==> config.mk <==
export PLATFORM = sky130hd
export DESIGN_NAME = sccb_config_sequencer_flat
export DESIGN_NICKNAME = d
export VERILOG_FILES = /design/src/rtl/sccb_config_sequencer_pkg.sv /design/src/rtl/sccb_config_sequencer_if.sv /design/src/rtl/sccb_config_sequencer.sv /design/src/flat_wrapper.sv
export SDC_FILE = /design/constraint.sdc
export NUM_CORES = 1
export LEC_CHECK = 0
export BUFFER_PORTS_ARGS = -buffer_cell sky130_fd_sc_hd__buf_2
export CAP_MARGIN = 20
export CELL_PAD_IN_SITES_DETAIL_PLACEMENT = 1
export CELL_PAD_IN_SITES_GLOBAL_PLACEMENT = 2
export CORE_UTILIZATION = 39
export CTS_CLUSTER_SIZE = 40
export DETAILED_ROUTE_END_ITERATION = 12
export GPL_ROUTABILITY_DRIVEN = 0
export PLACE_DENSITY = 0.85
export SLEW_MARGIN = 15
export SYNTH_ARGS = -nofsm -noshare
export SYNTH_HDL_FRONTEND = slang
export SYNTH_SLANG_ARGS = --single-unit
==> constraint.sdc <==
create_clock -name clk_i -period 13 [get_ports clk_i]
set_input_delay 1.95 -clock clk_i [delete_from_list [all_inputs] [get_ports clk_i]]
set_output_delay 1.95 -clock clk_i [all_outputs]
set_load 0.02 [all_outputs]
==> src/rtl/sccb_config_sequencer_pkg.sv <==
// -----------------------------------------------------------------------------
// sccb_config_sequencer_pkg
// Shared definitions for the OV2640 bring-up sequencer and its config ROM:
// ROM entry layout, opcode encoding and sequencer state encoding.
// -----------------------------------------------------------------------------
package sccb_config_sequencer_pkg;

    localparam int unsigned ROM_ENTRY_W = 18;
    localparam int unsigned REG_W       = 8;

    // Opcode field of a ROM entry; 2'b11 is reserved and behaves like END.
    typedef enum logic [1:0] {
        OP_WRITE = 2'b00,
        OP_DELAY = 2'b01,
        OP_END   = 2'b10,
        OP_RSVD  = 2'b11
    } op_e;

    // One ROM word: {op[17:16], reg[15:8], val[7:0]}.
    typedef struct packed {
        op_e              op;
        logic [REG_W-1:0] rega;
        logic [REG_W-1:0] val;
    } rom_entry_t;

    typedef enum logic [2:0] {
        ST_WAIT_START = 3'd0,
        ST_FETCH      = 3'd1,
        ST_DECODE     = 3'd2,
        ST_SEND       = 3'd3,
        ST_DELAY      = 3'd4,
        ST_DONE       = 3'd5
    } state_e;

    // Packs one ROM word from its fields.
    function automatic logic [ROM_ENTRY_W-1:0] mk_entry(input op_e op,
                                                        input logic [REG_W-1:0] rega,
                                                        input logic [REG_W-1:0] val);
        mk_entry = {op, rega, val};
    endfunction

endpackage

==> src/rtl/sccb_config_sequencer_if.sv <==
// -----------------------------------------------------------------------------
// sccb_config_sequencer_if
// Pair handshake between the config sequencer and the SCCB write master.
//   send  : pair valid, held until taken
//   rega  : register address
//   value : register data
//   taken : one-cycle pulse from the SCCB master, pair latched
// Modports: master = sequencer side, slave = SCCB write master side.
// -----------------------------------------------------------------------------
interface sccb_config_sequencer_if;
    import sccb_config_sequencer_pkg::*;

    logic             send;
    logic [REG_W-1:0] rega;
    logic [REG_W-1:0] value;
    logic             taken;

    modport master (output send, output rega, output value, input taken);
    modport slave  (input send, input rega, input value, output taken);

endinterface

==> src/rtl/sccb_config_sequencer.sv <==
// -----------------------------------------------------------------------------
// sccb_config_sequencer
// Walks an external synchronous config ROM and feeds register/value pairs to
// the SCCB write master, executing DELAY and END opcodes along the way.
// Ports:
//   clk_i      : system clock
//   rst_i      : synchronous reset, active-high (beats restart_i)
//   restart_i  : single-cycle pulse, reruns the sequence from address 0
//   bus        : pair handshake (send/rega/value out, taken in)
//   done_o     : sequence complete, sticky until restart/reset
//   rom_addr_o : ROM address
//   rom_data_i : ROM entry, valid one cycle after rom_addr_o
// -----------------------------------------------------------------------------
module sccb_config_sequencer
    import sccb_config_sequencer_pkg::*;
#(
    parameter int unsigned ROM_AW            = 8,
    parameter int unsigned STARTUP_CYCLES    = 1_000_000,
    parameter int unsigned DELAY_UNIT_CYCLES = 50_000
) (
    input  logic                     clk_i,
    input  logic                     rst_i,
    input  logic                     restart_i,
    sccb_config_sequencer_if.master  bus,
    output logic                     done_o,
    output logic [ROM_AW-1:0]        rom_addr_o,
    input  logic [ROM_ENTRY_W-1:0]   rom_data_i
);

    localparam int unsigned DELAY_MAX = 255 * DELAY_UNIT_CYCLES;
    localparam int unsigned CNT_MAX   = (STARTUP_CYCLES > DELAY_MAX) ? STARTUP_CYCLES : DELAY_MAX;
    localparam int unsigned CNT_W     = $clog2(CNT_MAX + 1);
    localparam logic [ROM_AW-1:0] LAST_ADDR = {ROM_AW{1'b1}};

    state_e              state_q;
    logic [CNT_W-1:0]    counter_q;
    logic [ROM_AW-1:0]   rom_addr_q;
    logic                send_q;
    logic [REG_W-1:0]    rega_q;
    logic [REG_W-1:0]    value_q;
    logic                done_q;

    rom_entry_t          entry_s;
    logic [CNT_W-1:0]    delay_load_s;
    logic                at_last_s;

    assign entry_s = rom_entry_t'(rom_data_i);

    // Delay occupies exactly val*DELAY_UNIT_CYCLES cycles in DELAY, so load one less.
    assign delay_load_s = CNT_W'(entry_s.val) * CNT_W'(DELAY_UNIT_CYCLES) - CNT_W'(1);

    // Finishing the last addressable entry ends the sequence instead of wrapping.
    assign at_last_s = (rom_addr_q == LAST_ADDR);

    // Sequencer FSM with registered outputs.
    always_ff @(posedge clk_i) begin
        if (rst_i) begin
            state_q    <= ST_WAIT_START;
            counter_q  <= '0;
            rom_addr_q <= '0;
            send_q     <= 1'b0;
            rega_q     <= '0;
            value_q    <= '0;
            done_q     <= 1'b0;
        end else if (restart_i) begin
            // Restart beats a coincident taken: the address is not advanced.
            state_q    <= ST_WAIT_START;
            counter_q  <= '0;
            rom_addr_q <= '0;
            send_q     <= 1'b0;
            done_q     <= 1'b0;
        end else begin
            case (state_q)
                ST_WAIT_START: begin
                    if (counter_q == CNT_W'(STARTUP_CYCLES - 32'd1)) begin
                        counter_q <= '0;
                        state_q   <= ST_FETCH;
                    end else begin
                        counter_q <= counter_q + CNT_W'(1);
                    end
                end
                ST_FETCH: begin
                    // rom_addr has been stable for the ROM's one-cycle read.
                    state_q <= ST_DECODE;
                end
                ST_DECODE: begin
                    case (entry_s.op)
                        OP_WRITE: begin
                            rega_q  <= entry_s.rega;
                            value_q <= entry_s.val;
                            send_q  <= 1'b1;
                            state_q <= ST_SEND;
                        end
                        OP_DELAY: begin
                            if (entry_s.val == 8'd0) begin
                                if (at_last_s) begin
                                    state_q <= ST_DONE;
                                    done_q  <= 1'b1;
                                end else begin
                                    rom_addr_q <= rom_addr_q + ROM_AW'(1);
                                    state_q    <= ST_FETCH;
                                end
                            end else begin
                                counter_q <= delay_load_s;
                                state_q   <= ST_DELAY;
                            end
                        end
                        default: begin
                            // END and the reserved opcode both terminate.
                            state_q <= ST_DONE;
                            done_q  <= 1'b1;
                        end
                    endcase
                end
                ST_SEND: begin
                    if (bus.taken) begin
                        send_q <= 1'b0;
                        if (at_last_s) begin
                            state_q <= ST_DONE;
                            done_q  <= 1'b1;
                        end else begin
                            rom_addr_q <= rom_addr_q + ROM_AW'(1);
                            state_q    <= ST_FETCH;
                        end
                    end else begin
                        send_q <= 1'b1;
                    end
                end
                ST_DELAY: begin
                    if (counter_q == '0) begin
                        if (at_last_s) begin
                            state_q <= ST_DONE;
                            done_q  <= 1'b1;
                        end else begin
                            rom_addr_q <= rom_addr_q + ROM_AW'(1);
                            state_q    <= ST_FETCH;
                        end
                    end else begin
                        counter_q <= counter_q - CNT_W'(1);
                    end
                end
                ST_DONE: begin
                    done_q <= 1'b1;
                    send_q <= 1'b0;
                end
                default: begin
                    // Unreachable encoding: recover by rerunning from the start.
                    state_q    <= ST_WAIT_START;
                    counter_q  <= '0;
                    rom_addr_q <= '0;
                    send_q     <= 1'b0;
                    done_q     <= 1'b0;
                end
            endcase
        end
    end

    assign bus.send   = send_q;
    assign bus.rega   = rega_q;
    assign bus.value  = value_q;
    assign done_o     = done_q;
    assign rom_addr_o = rom_addr_q;

endmodule

==> src/flat_wrapper.sv <==
// flat-port wrapper written by rule: the top's interface ports become plain ports
module sccb_config_sequencer_flat import sccb_config_sequencer_pkg::*;
#(
    parameter int unsigned ROM_AW            = 8,
    parameter int unsigned STARTUP_CYCLES    = 1_000_000,
    parameter int unsigned DELAY_UNIT_CYCLES = 50_000
)
  (clk_i, rst_i, restart_i, done_o, rom_addr_o, rom_data_i, bus_send, bus_rega, bus_value, bus_taken);
  sccb_config_sequencer_if bus_i ();
  input  logic clk_i;
  input  logic rst_i;
  input  logic restart_i;
  output logic done_o;
  output logic [ROM_AW-1:0] rom_addr_o;
  input  logic [ROM_ENTRY_W-1:0] rom_data_i;
  output wire logic [$bits(bus_i.send)-1:0] bus_send;
  output wire logic [$bits(bus_i.rega)-1:0] bus_rega;
  output wire logic [$bits(bus_i.value)-1:0] bus_value;
  input wire logic [$bits(bus_i.taken)-1:0] bus_taken;
  assign bus_send = bus_i.send;
  assign bus_rega = bus_i.rega;
  assign bus_value = bus_i.value;
  assign bus_i.taken = bus_taken;
  sccb_config_sequencer #(.ROM_AW(ROM_AW), .STARTUP_CYCLES(STARTUP_CYCLES), .DELAY_UNIT_CYCLES(DELAY_UNIT_CYCLES)) u_core (.clk_i(clk_i), .rst_i(rst_i), .restart_i(restart_i), .bus(bus_i), .done_o(done_o), .rom_addr_o(rom_addr_o), .rom_data_i(rom_data_i));
endmodule
; ---- Word-level counts from Yosys, hierarchy flattened
; Index checks and enable logic that the tools add are counted.
[word_totals]
romBits = 0
regBits = 53
ramBits = 0
wordCells = 78
latch_bits = 0
inputBits = 22
memories = 0
[op_classes]
magnitude_cmp = 0
add_sub_neg = 4
shifts = 0
bitwise = 6
mux = 27
reduce_logical = 15
n_eq_ne = 18
n_div = 0
multipliers = 1
[op_table]
columns = op, n
row1 = $mux W24, 4
row2 = $pmux W24 S4, 1
row3 = $sub A24 B1 Y24 const B, 2
row4 = $mux W8, 5
row5 = $pmux W8 S4, 1
row6 = $add A24 B1 Y24 const B, 1
row7 = $eq A24 B20 Y1 const B, 1
row8 = $logic_not A24 Y1, 1
row9 = $mul A8 B12 Y20 const B, 1
row10 = $pmux W3 S6, 1
row11 = $mux W3, 5
row12 = $ne A2 B2 Y1 const B, 5
row13 = $reduce_and A5 Y1, 2
row14 = $reduce_or A3 Y1, 3
row15 = $add A8 B1 Y8 const B, 1
row16 = $eq A8 B8 Y1 const B, 1
row17 = $logic_not A8 Y1, 1
row18 = $ne A2 B1 Y1 const B, 4
row19 = $reduce_and A4 Y1, 2
row20 = $eq A3 B2 Y1 const B, 2
row21 = $eq A3 B3 Y1 const B, 2
row22 = $mux W1, 6
row23 = $not A1 Y1, 6
row24 = $pmux W3 S2, 1
row25 = 11 further kinds, 12

; ---- Depth between registers and ports, before layout
; Gate-level depths: netlist of the first run.
[logic_depth]
depth_word = 5
ltp_mapped = 16
ltp_nobuf = 15

; ---- Worst setup path after synthesis of the first run
; No wires, ideal clock.
[synth_timing]
path_kind = input port to flip-flop
from = in rom_data_i[2]
to = reg u_core.counter_q[23]
path_stages = 16
arrival_time_ns = 5.575
required_time_ns = 12.868
path_slack_ns = 7.293
path_buffers = 1
cell_sequence = ha_1 ha_1 inv_1 fa_1 inv_1 fa_1 ha_1 buf_2 o211ai_1 o211a_1 o211ai_1 a2111oi_0 or3b_2 nand4b_1 xnor2_1 o32ai_1
[synth_via]
elab_chain_cells = 5
[synth_lines]
columns = item, line_no
row1 = "start, declared", flat_wrapper.sv:15  ; input logic [ROM_ENTRY_W-1:0] rom_data_i;
row2 = $mul A8 B12 Y20, sccb_config_sequencer.sv:50  ; assign delay_load_s = CNT_W'(entry_s.val) * CNT_W'(DELAY_UNIT_CYCLES) - CNT_W'(1);
row3 = $sub A24 B1 Y24, sccb_config_sequencer.sv:50
row4 = $mux W24, sccb_config_sequencer.sv:95  ; if (entry_s.val == 8'd0) begin
row5 = $mux W24, sccb_config_sequencer.sv:87  ; case (entry_s.op)
row6 = $pmux W24 S4, sccb_config_sequencer.sv:73  ; case (state_q)
row7 = "end signal, assigned", sccb_config_sequencer.sv:79  ; counter_q <= counter_q + CNT_W'(1);
row8 = "end signal, assigned", sccb_config_sequencer.sv:104  ; counter_q <= delay_load_s;
row9 = "end signal, assigned", sccb_config_sequencer.sv:139  ; counter_q <= counter_q - CNT_W'(1);
row10 = "end, declared", sccb_config_sequencer.sv:36  ; logic [CNT_W-1:0] counter_q;
; Parallel ways exist; a longest one is shown, timed or not. The select of a mux whose other input is x is not followed.
; A chain may end at the register's enable or synchronous reset.

; ---- Final worst setup path of the first run
; Ends and elaborated chain as after synthesis.

==> impl_metrics.csv, run 1 <==
group,metric,value,unit
run_status,outcome,"finished clean",
setup_path,crit_buf_inv,3,
logic_synthesis,synth.mux.area_fraction,0.591,%
logic_synthesis,yosys.area_share.simple,24.9,%
detailed_routing,finalWirelength,16100,um
clocking,cts_buffer_depth,2,
timing,tightest_slew,1.03,ns
clocking,numCtsBuffers,5,
power_and_ir_drop,intPower,364,uW
power_and_ir_drop,ir_drop,0.0000527,V
logic_synthesis,synth_nets,769,
place,io_buffer_count,47,
cells_and_area,nets,788,
logic_synthesis,synth-seq-cells,53,
min_path,hold_path.class,"reg -> reg",
detailed_routing,ant_nets,0,
setup_path,cpPeakStageDelay,0.51,ns
detailed_routing,remaining_drc_errors,0,
global_route,grt_pass1_wl,26400,um
cells_and_area,final_util,43.8,%
timing,setup_viol,0,
timing,fin_worst_skew,0.00646,ns
logic_synthesis,synth-warning-count,0,
cells_and_area,drive_gt1_share,11.8,%
timing,rsz0062_at_grt,"false",
detailed_routing,vias,5136,
setup_path,critPathCaptureType,"register",
logic_synthesis,synth_area,5300,sq um
power_and_ir_drop,p_per_area,102,nW/um^2
global_route,antenna_found_initial,0,
clocking,cts.root.buffer_cell,"clkbuf_16",
logic_synthesis,yosysUniqueCellTypes,72,
logic_synthesis,synth_top_family_by_area,"simple AND/OR/NAND/NOR gates",
detailed_routing,first_iter_violations,224,
global_route,grt_max_degree,23,
clocking,clock-sinks,53,
detailed_routing,avgRoutedWirePerCell,18.5,um
detailed_routing,viasPerCell,5.90,
clocking,post_cts_resized,0,
setup_path,crit_path_frequent_cell,"ha_1",
clocking,cts.reportedPaths.clkPinSlew,0.07,ns
logic_synthesis,synthAdderAreaFrac,18.9,%
clocking,cts_max_level,2,
logic_synthesis,synth_edf_count,0,
floorplanning,dieArea,14100,sq um
clocking,insertion_delay,0.30,ns
setup_path,cp_cell_sequence,"buf_2 > ha_1 > ha_1 > inv_1 > fa_1 > inv_1 > fa_1 > ha_1 > a211oi_1 > o21ai_0 > xnor2_1 > o2111ai_1 > nor4_1 > nand4b_1 > xnor2_1 > o32ai_1",
global_route,globalRouteOverflowTotal,0,
power_and_ir_drop,power_frac_comb,46.0,%
timing,hold_viol_final,0,
setup_path,cp_top_family,"adder cells",
setup_path,cp-start-kind,"input pin",
logic_synthesis,synth.avg_cell_area,7.86,sq um
timing,timing.final.crit_share,45.8,%
power_and_ir_drop,power.share.switching,38.6,%
power_and_ir_drop,leakage,2.30,nW
setup_path,cp.arrival,6.12,ns
power_and_ir_drop,clock_power_share,26.4,%
logic_synthesis,synth_compound_area_share,23.3,%
power_and_ir_drop,p_sw,228,uW
timing,fmax,168,MHz
logic_synthesis,synth_xor_xnor_area_share,7.61,%
timing,slew_headroom,31.1,%
timing,tns,0,ns
clocking,cts_tree,"yes",
clocking,cts-hold-fix-buffers,0,
setup_path,crit_fanout,6,
cells_and_area,syn2layout_area_growth,9.40,%
cells_and_area,fillCellCount,1663,
setup_path,crit_required,13.17,ns
detailed_routing,drt_first_pass_iters,4,
floorplanning,die_w,119,um
setup_path,crit_type,"in -> reg",
global_route,grt_use_total,23.3,%
floorplanning,coreArea,13200,sq um
power_and_ir_drop,power_frac_seq,27.6,%
timing,period_needed,5.95,ns
clocking,post_cts_buffers,0,
logic_synthesis,netlist_instances,674,
cells_and_area,n_antenna_cell,0,
logic_synthesis,ys.flop_type,"dfxtp_1",
cells_and_area,mostFrequentLayoutCell,"nand2_1",
logic_synthesis,ys_seq_area_share,20.0,%
floorplanning,fp.dieH,119,um
floorplanning,io_pins,48,
global_route,grt_pass1_vias,5162,
floorplanning,row_count,42,
place,place_hpwl,12400,um
run,cap_violations,0,
setup_path,crit_slowest_cell,"fa_1",
timing,drv_slew,0,
floorplanning,initial_core_util,40.0,%
logic_synthesis,async_reset_ff_share,0,%
cells_and_area,final_cell_mix,"73 x nand2_1, 61 x ha_1, 57 x nor2_1",
[stage by stage]
stage	setup WS, ns	hold WS [ns]	cell area [sq um]	std cells	power (mW)
2_1_floorplan	7.29	0.514	5300	674	0.380
6_report	7.05	0.455	5790	870	0.593
3_5_place_dp	6.71	0.448	5630	862	0.440
5_1_grt	6.67	0.477	5790	870	0.638
4_1_cts	7.02	0.458	5790	870	0.600
3_3_place_gp	6.88	0.440	5630	862	0.431
[power groups by stage]
stage                     registers (mW)  logic, mW  clock network (mW)
after floorplan                    0.167      0.213                   0
after global placement             0.167      0.264                   0
after detailed placement           0.167      0.273                   0
after CTS                          0.163      0.276               0.161
after global routing               0.163      0.308               0.166
final                              0.163      0.273               0.156
[final timing paths]
| path | to | from | depth (start not counted) | slack [ns] |
|---|---|---|---|---|
| setup reg to reg | u_core.counter_q[21] | u_core.counter_q[0] | 10 | 10.03 |
| setup / recovery | u_core.counter_q[23] | rom_data_i[2] | 16 | 7.05 |
| hold / removal | u_core.bus.rega[7] | u_core.bus.rega[7] | 2 | 0.46 |
| hold reg to reg | u_core.bus.rega[7] | u_core.bus.rega[7] | 2 | 0.46 |
[registers in the layout, summed over array words and instances (netlist names)]
name / flops
u_core.bus.value: 8
u_core.state_q: 3
u_core.bus.rega: 8
u_core.done_o: 1
u_core.bus.send: 1
u_core.counter_q: 24
u_core.rom_addr_o: 8
[Yosys cell counts (3+ instances only)]
master	count	area, sq um
nand4_1	10	62.6
and4_1	8	70.1
nor4_1	9	56.3
nor2b_1	5	31.3
a31oi_1	4	25.0
o21ai_0	31	155
nand2_1	73	274
o221ai_1	6	52.6
or3_1	3	18.8
nor4_2	3	37.5
a21o_1	7	52.6
o22ai_1	11	68.8
and2_1	7	43.8
a22oi_1	12	90.1
ha_1	61	763
o221a_2	3	33.8
nor3_1	24	120
a21oi_1	52	260
xor2_1	23	201
buf_2	13	65.1
nand3_1	23	115
xnor2_1	23	201
a32oi_1	3	26.3
o22a_1	3	26.3
o211ai_1	9	67.6
o31ai_1	4	30.0
a221oi_1	6	52.6
nor3b_1	3	22.5
dfxtp_1	53	1060
fa_1	12	240
or2_2	3	18.8
clkbuf_1	25	93.8
inv_1	19	71.3
nand2b_1	3	18.8
nor2_1	57	214
and3_1	11	68.8
a211oi_1	6	45.0
[cell families (layout without fill, tap and decap cells)]
family	Yosys count	after routing
flops	53	53
compound gates	184	184
buf+inv	59	79
xor+xnor	46	46
fa+ha+maj	73	73
mux	3	3
simple gates	256	256
[layer usage]
| layer | track usage [%] | vias to the layer above | routed length (um) |
|---|---|---|---|
| li1 | - | 2525 | - |
| met1 | 30.1 | 2524 | 7420 |
| met3 | 3.04 | 19 | 497 |
| met2 | 40.1 | 68 | 7920 |
| met5 | 0 | - | 0 |
| met4 | 7.04 | 0 | 291 |
[cell type report]
type / instances / area, sq um / share of cell area, %
clock buffers: 6 / 129 / 2.22
clock inverters: 2 / 38.8 / 0.669
inverters: 19 / 71.3 / 1.23
multi-input cells: 562 / 4000 / 69.1
flip-flops and latches: 53 / 1060 / 18.3
well taps: 176 / 220 / 3.80
repair buffers: 52 / 273 / 4.71
[tightest hold or removal path, cell delays in order (launching register included)]
cell and delay, ns:
dfxtp_1 0.31, nand2_1 0.05, a21oi_1 0.05
Note: power is estimated with default switching activity, not from simulation.
==> run 2: changes to the inputs <==
--- a/config.mk
+++ b/config.mk
@@ -9,11 +9,11 @@
 export CAP_MARGIN = 20
 export CELL_PAD_IN_SITES_DETAIL_PLACEMENT = 1
 export CELL_PAD_IN_SITES_GLOBAL_PLACEMENT = 2
-export CORE_UTILIZATION = 39
+export CORE_UTILIZATION = 36
 export CTS_CLUSTER_SIZE = 40
 export DETAILED_ROUTE_END_ITERATION = 12
 export GPL_ROUTABILITY_DRIVEN = 0
-export PLACE_DENSITY = 0.85
+export PLACE_DENSITY = 0.79
 export SLEW_MARGIN = 15
 export SYNTH_ARGS = -nofsm -noshare
 export SYNTH_HDL_FRONTEND = slang
==> constraint.sdc (replaced) <==
create_clock -name clk_i -period 5.6 [get_ports clk_i]
set_input_delay 0.84 -clock clk_i [delete_from_list [all_inputs] [get_ports clk_i]]
set_output_delay 0.84 -clock clk_i [all_outputs]
set_load 0.02 [all_outputs]
==> impl_metrics.csv, run 2 (synthesis results as in run 1) <==
group,metric,value,unit
run_status,outcome,"finished clean",
timing,setup_viol,0,
place,io_buffer_count,47,
setup_path,cp.arrival,5.07,ns
setup_path,crit_fanout,6,
clocking,cts-hold-fix-buffers,0,
cells_and_area,largest_reg_flops,24,
floorplanning,row_count,43,
detailed_routing,avgRoutedWirePerCell,18.8,um
global_route,globalRouteOverflowTotal,0,
setup_path,cp_cell_sequence,"buf_2 > ha_1 > ha_1 > inv_1 > fa_1 > inv_1 > fa_1 > ha_1 > a21o_1 > a21oi_1 > xor2_1 > o2111ai_1 > nor4_1 > nand4b_1 > xnor2_1 > o32ai_1",
global_route,grt_max_degree,27,
power_and_ir_drop,leakage,2.30,nW
timing,slew_headroom,30.0,%
setup_path,crit_slowest_cell,"fa_1",
timing,rsz0062_at_grt,"false",
power_and_ir_drop,p_sw,530,uW
cells_and_area,drive_gt1_share,11.8,%
timing,fmax,204,MHz
cells_and_area,regMostFlops,"u_core.counter_q",
floorplanning,die_w,123,um
setup_path,cpPeakStageDelay,0.51,ns
detailed_routing,finalWirelength,16400,um
power_and_ir_drop,power.share.switching,38.5,%
timing,drv_slew,0,
setup_path,r2r_start,"u_core.counter_q[21]",
timing,period_needed,4.90,ns
floorplanning,initial_core_util,37.6,%
place,dp_cells,865,
cells_and_area,n_antenna_cell,0,
setup_path,rr_endpoint,"u_core.counter_q[21]",
power_and_ir_drop,power_frac_seq,27.5,%
power_and_ir_drop,ir_drop,0.000127,V
timing,tightest_slew,1.05,ns
detailed_routing,first_iter_violations,188,
global_route,antenna_found_initial,0,
detailed_routing,viasPerCell,5.89,
timing,tns,0,ns
cells_and_area,final_cells,873,
cells_and_area,nets,787,
clocking,numCtsBuffers,5,
detailed_routing,drt_first_pass_iters,4,
place,placed_area,5630,sq um
detailed_routing,ant_nets,0,
clocking,cts.reportedPaths.clkPinSlew,0.07,ns
power_and_ir_drop,p_per_area,238,nW/um^2
floorplanning,io_pins,48,
setup_path,cp-start-kind,"input pin",
global_route,grt_pass1_wl,26400,um
detailed_routing,vias,5141,
cells_and_area,finish.instance_area,5790,sq um
global_route,grt_pass1_vias,5055,
timing,timing.final.crit_share,87.5,%
detailed_routing,remaining_drc_errors,0,
clocking,cts_tree,"yes",
floorplanning,coreArea,14100,sq um
clocking,post_cts_resized,0,
clocking,cts_buffer_depth,2,
clocking,insertion_delay,0.30,ns
clocking,post_cts_buffers,0,
setup_path,crit_required,5.77,ns
setup_path,crit_type,"in -> reg",
clocking,clock-sinks,53,
setup_path,worstRegToRegCells,9,
power_and_ir_drop,total_power,1.38,mW
cells_and_area,syn2layout_area_growth,9.40,%
place,place_hpwl,12400,um
clocking,cts.root.buffer_cell,"clkbuf_16",
floorplanning,fp.dieH,123,um
setup_path,r2r_slack,2.43,ns
run,cap_violations,0,
min_path,hold_path.class,"reg -> reg",
power_and_ir_drop,clock_power_share,26.3,%
timing,hold_viol_final,0,
timing,fin_worst_skew,0.00571,ns
floorplanning,dieArea,15200,sq um
cells_and_area,mostFrequentLayoutCell,"nand2_1",
setup_path,crit_path_frequent_cell,"ha_1",
setup_path,cp-startpoint,"rom_data_i[2]",
cells_and_area,final_cell_mix,"73 x nand2_1, 61 x ha_1, 56 x nor2_1",
power_and_ir_drop,power_frac_comb,46.2,%
clocking,cts_max_level,2,
setup_path,critPathCaptureType,"register",
setup_path,crit_path_end,"u_core.counter_q[23]",
power_and_ir_drop,intPower,847,uW
global_route,grt_use_total,22.2,%
cells_and_area,final_util,41.1,%
==> run 2: layout make-up <==
cell class	count	area, sq um
Inverter	19	71.3
Sequential cell	53	1060
Timing Repair Buffer	51	265
Tap cell	180	225
Clock buffer	6	129
Clock inverter	2	38.8
Multi-Input combinational cell	562	4000
Fill cell	1756	8300
==> run 2: worst min-delay path by stage <==
| stage | to | slack, ns | cells past startpoint | startpoint |
|---|---|---|---|---|
| 6_report | u_core.bus.value[0] | 0.45 | 2 | u_core.bus.value[0] |
| 5_1_grt | u_core.bus.value[3] | 0.48 | 2 | u_core.bus.value[3] |
| 4_1_cts | u_core.bus.value[1] | 0.46 | 2 | u_core.bus.value[1] |
| 3_5_place_dp | u_core.bus.value[1] | 0.45 | 2 | u_core.bus.value[1] |
| 3_3_place_gp | u_core.bus.rega[5] | 0.44 | 2 | u_core.bus.rega[5] |
| 2_1_floorplan | u_core.counter_q[17] | 0.51 | 2 | u_core.counter_q[17] |
==> run 2: routing by layer <==
metal | share of wire, % | vias up | wire [um] | global-route usage, %
met4 | 1.7 | 0 | 279 | 5.65
li1 | - | 2523 | - | -
met2 | 48 | 82 | 7930 | 37.5
met3 | 3.1 | 20 | 515 | 2.95
met1 | 47 | 2516 | 7660 | 29.5
met5 | 0 | - | 0 | 0
==> run 2: stage by stage <==
step	setup WS, ns	hold slack (ns)
finish	0.702	0.454
floorplan	1.00	0.514
detailed placement	0.330	0.447
CTS	0.653	0.458
global placement	0.572	0.438
global route	0.432	0.477
==> run 2: worst max-delay path, delay by kind of cell <==
family,cells,cell delay [ns]
buf+inv,3,0.25
compound gates,4,0.74
xor+xnor,2,0.64
simple gates,2,0.62
fa+ha+maj,5,1.97
==> run 2: power groups by stage <==
stage          clock network (mW)  logic [mW]  registers, mW
2_1_floorplan                   0       0.495          0.387
3_3_place_gp                    0       0.616          0.388
3_5_place_dp                    0       0.633          0.388
4_1_cts                     0.375       0.640          0.379
5_1_grt                     0.391       0.713          0.379
6_report                    0.363       0.636          0.379
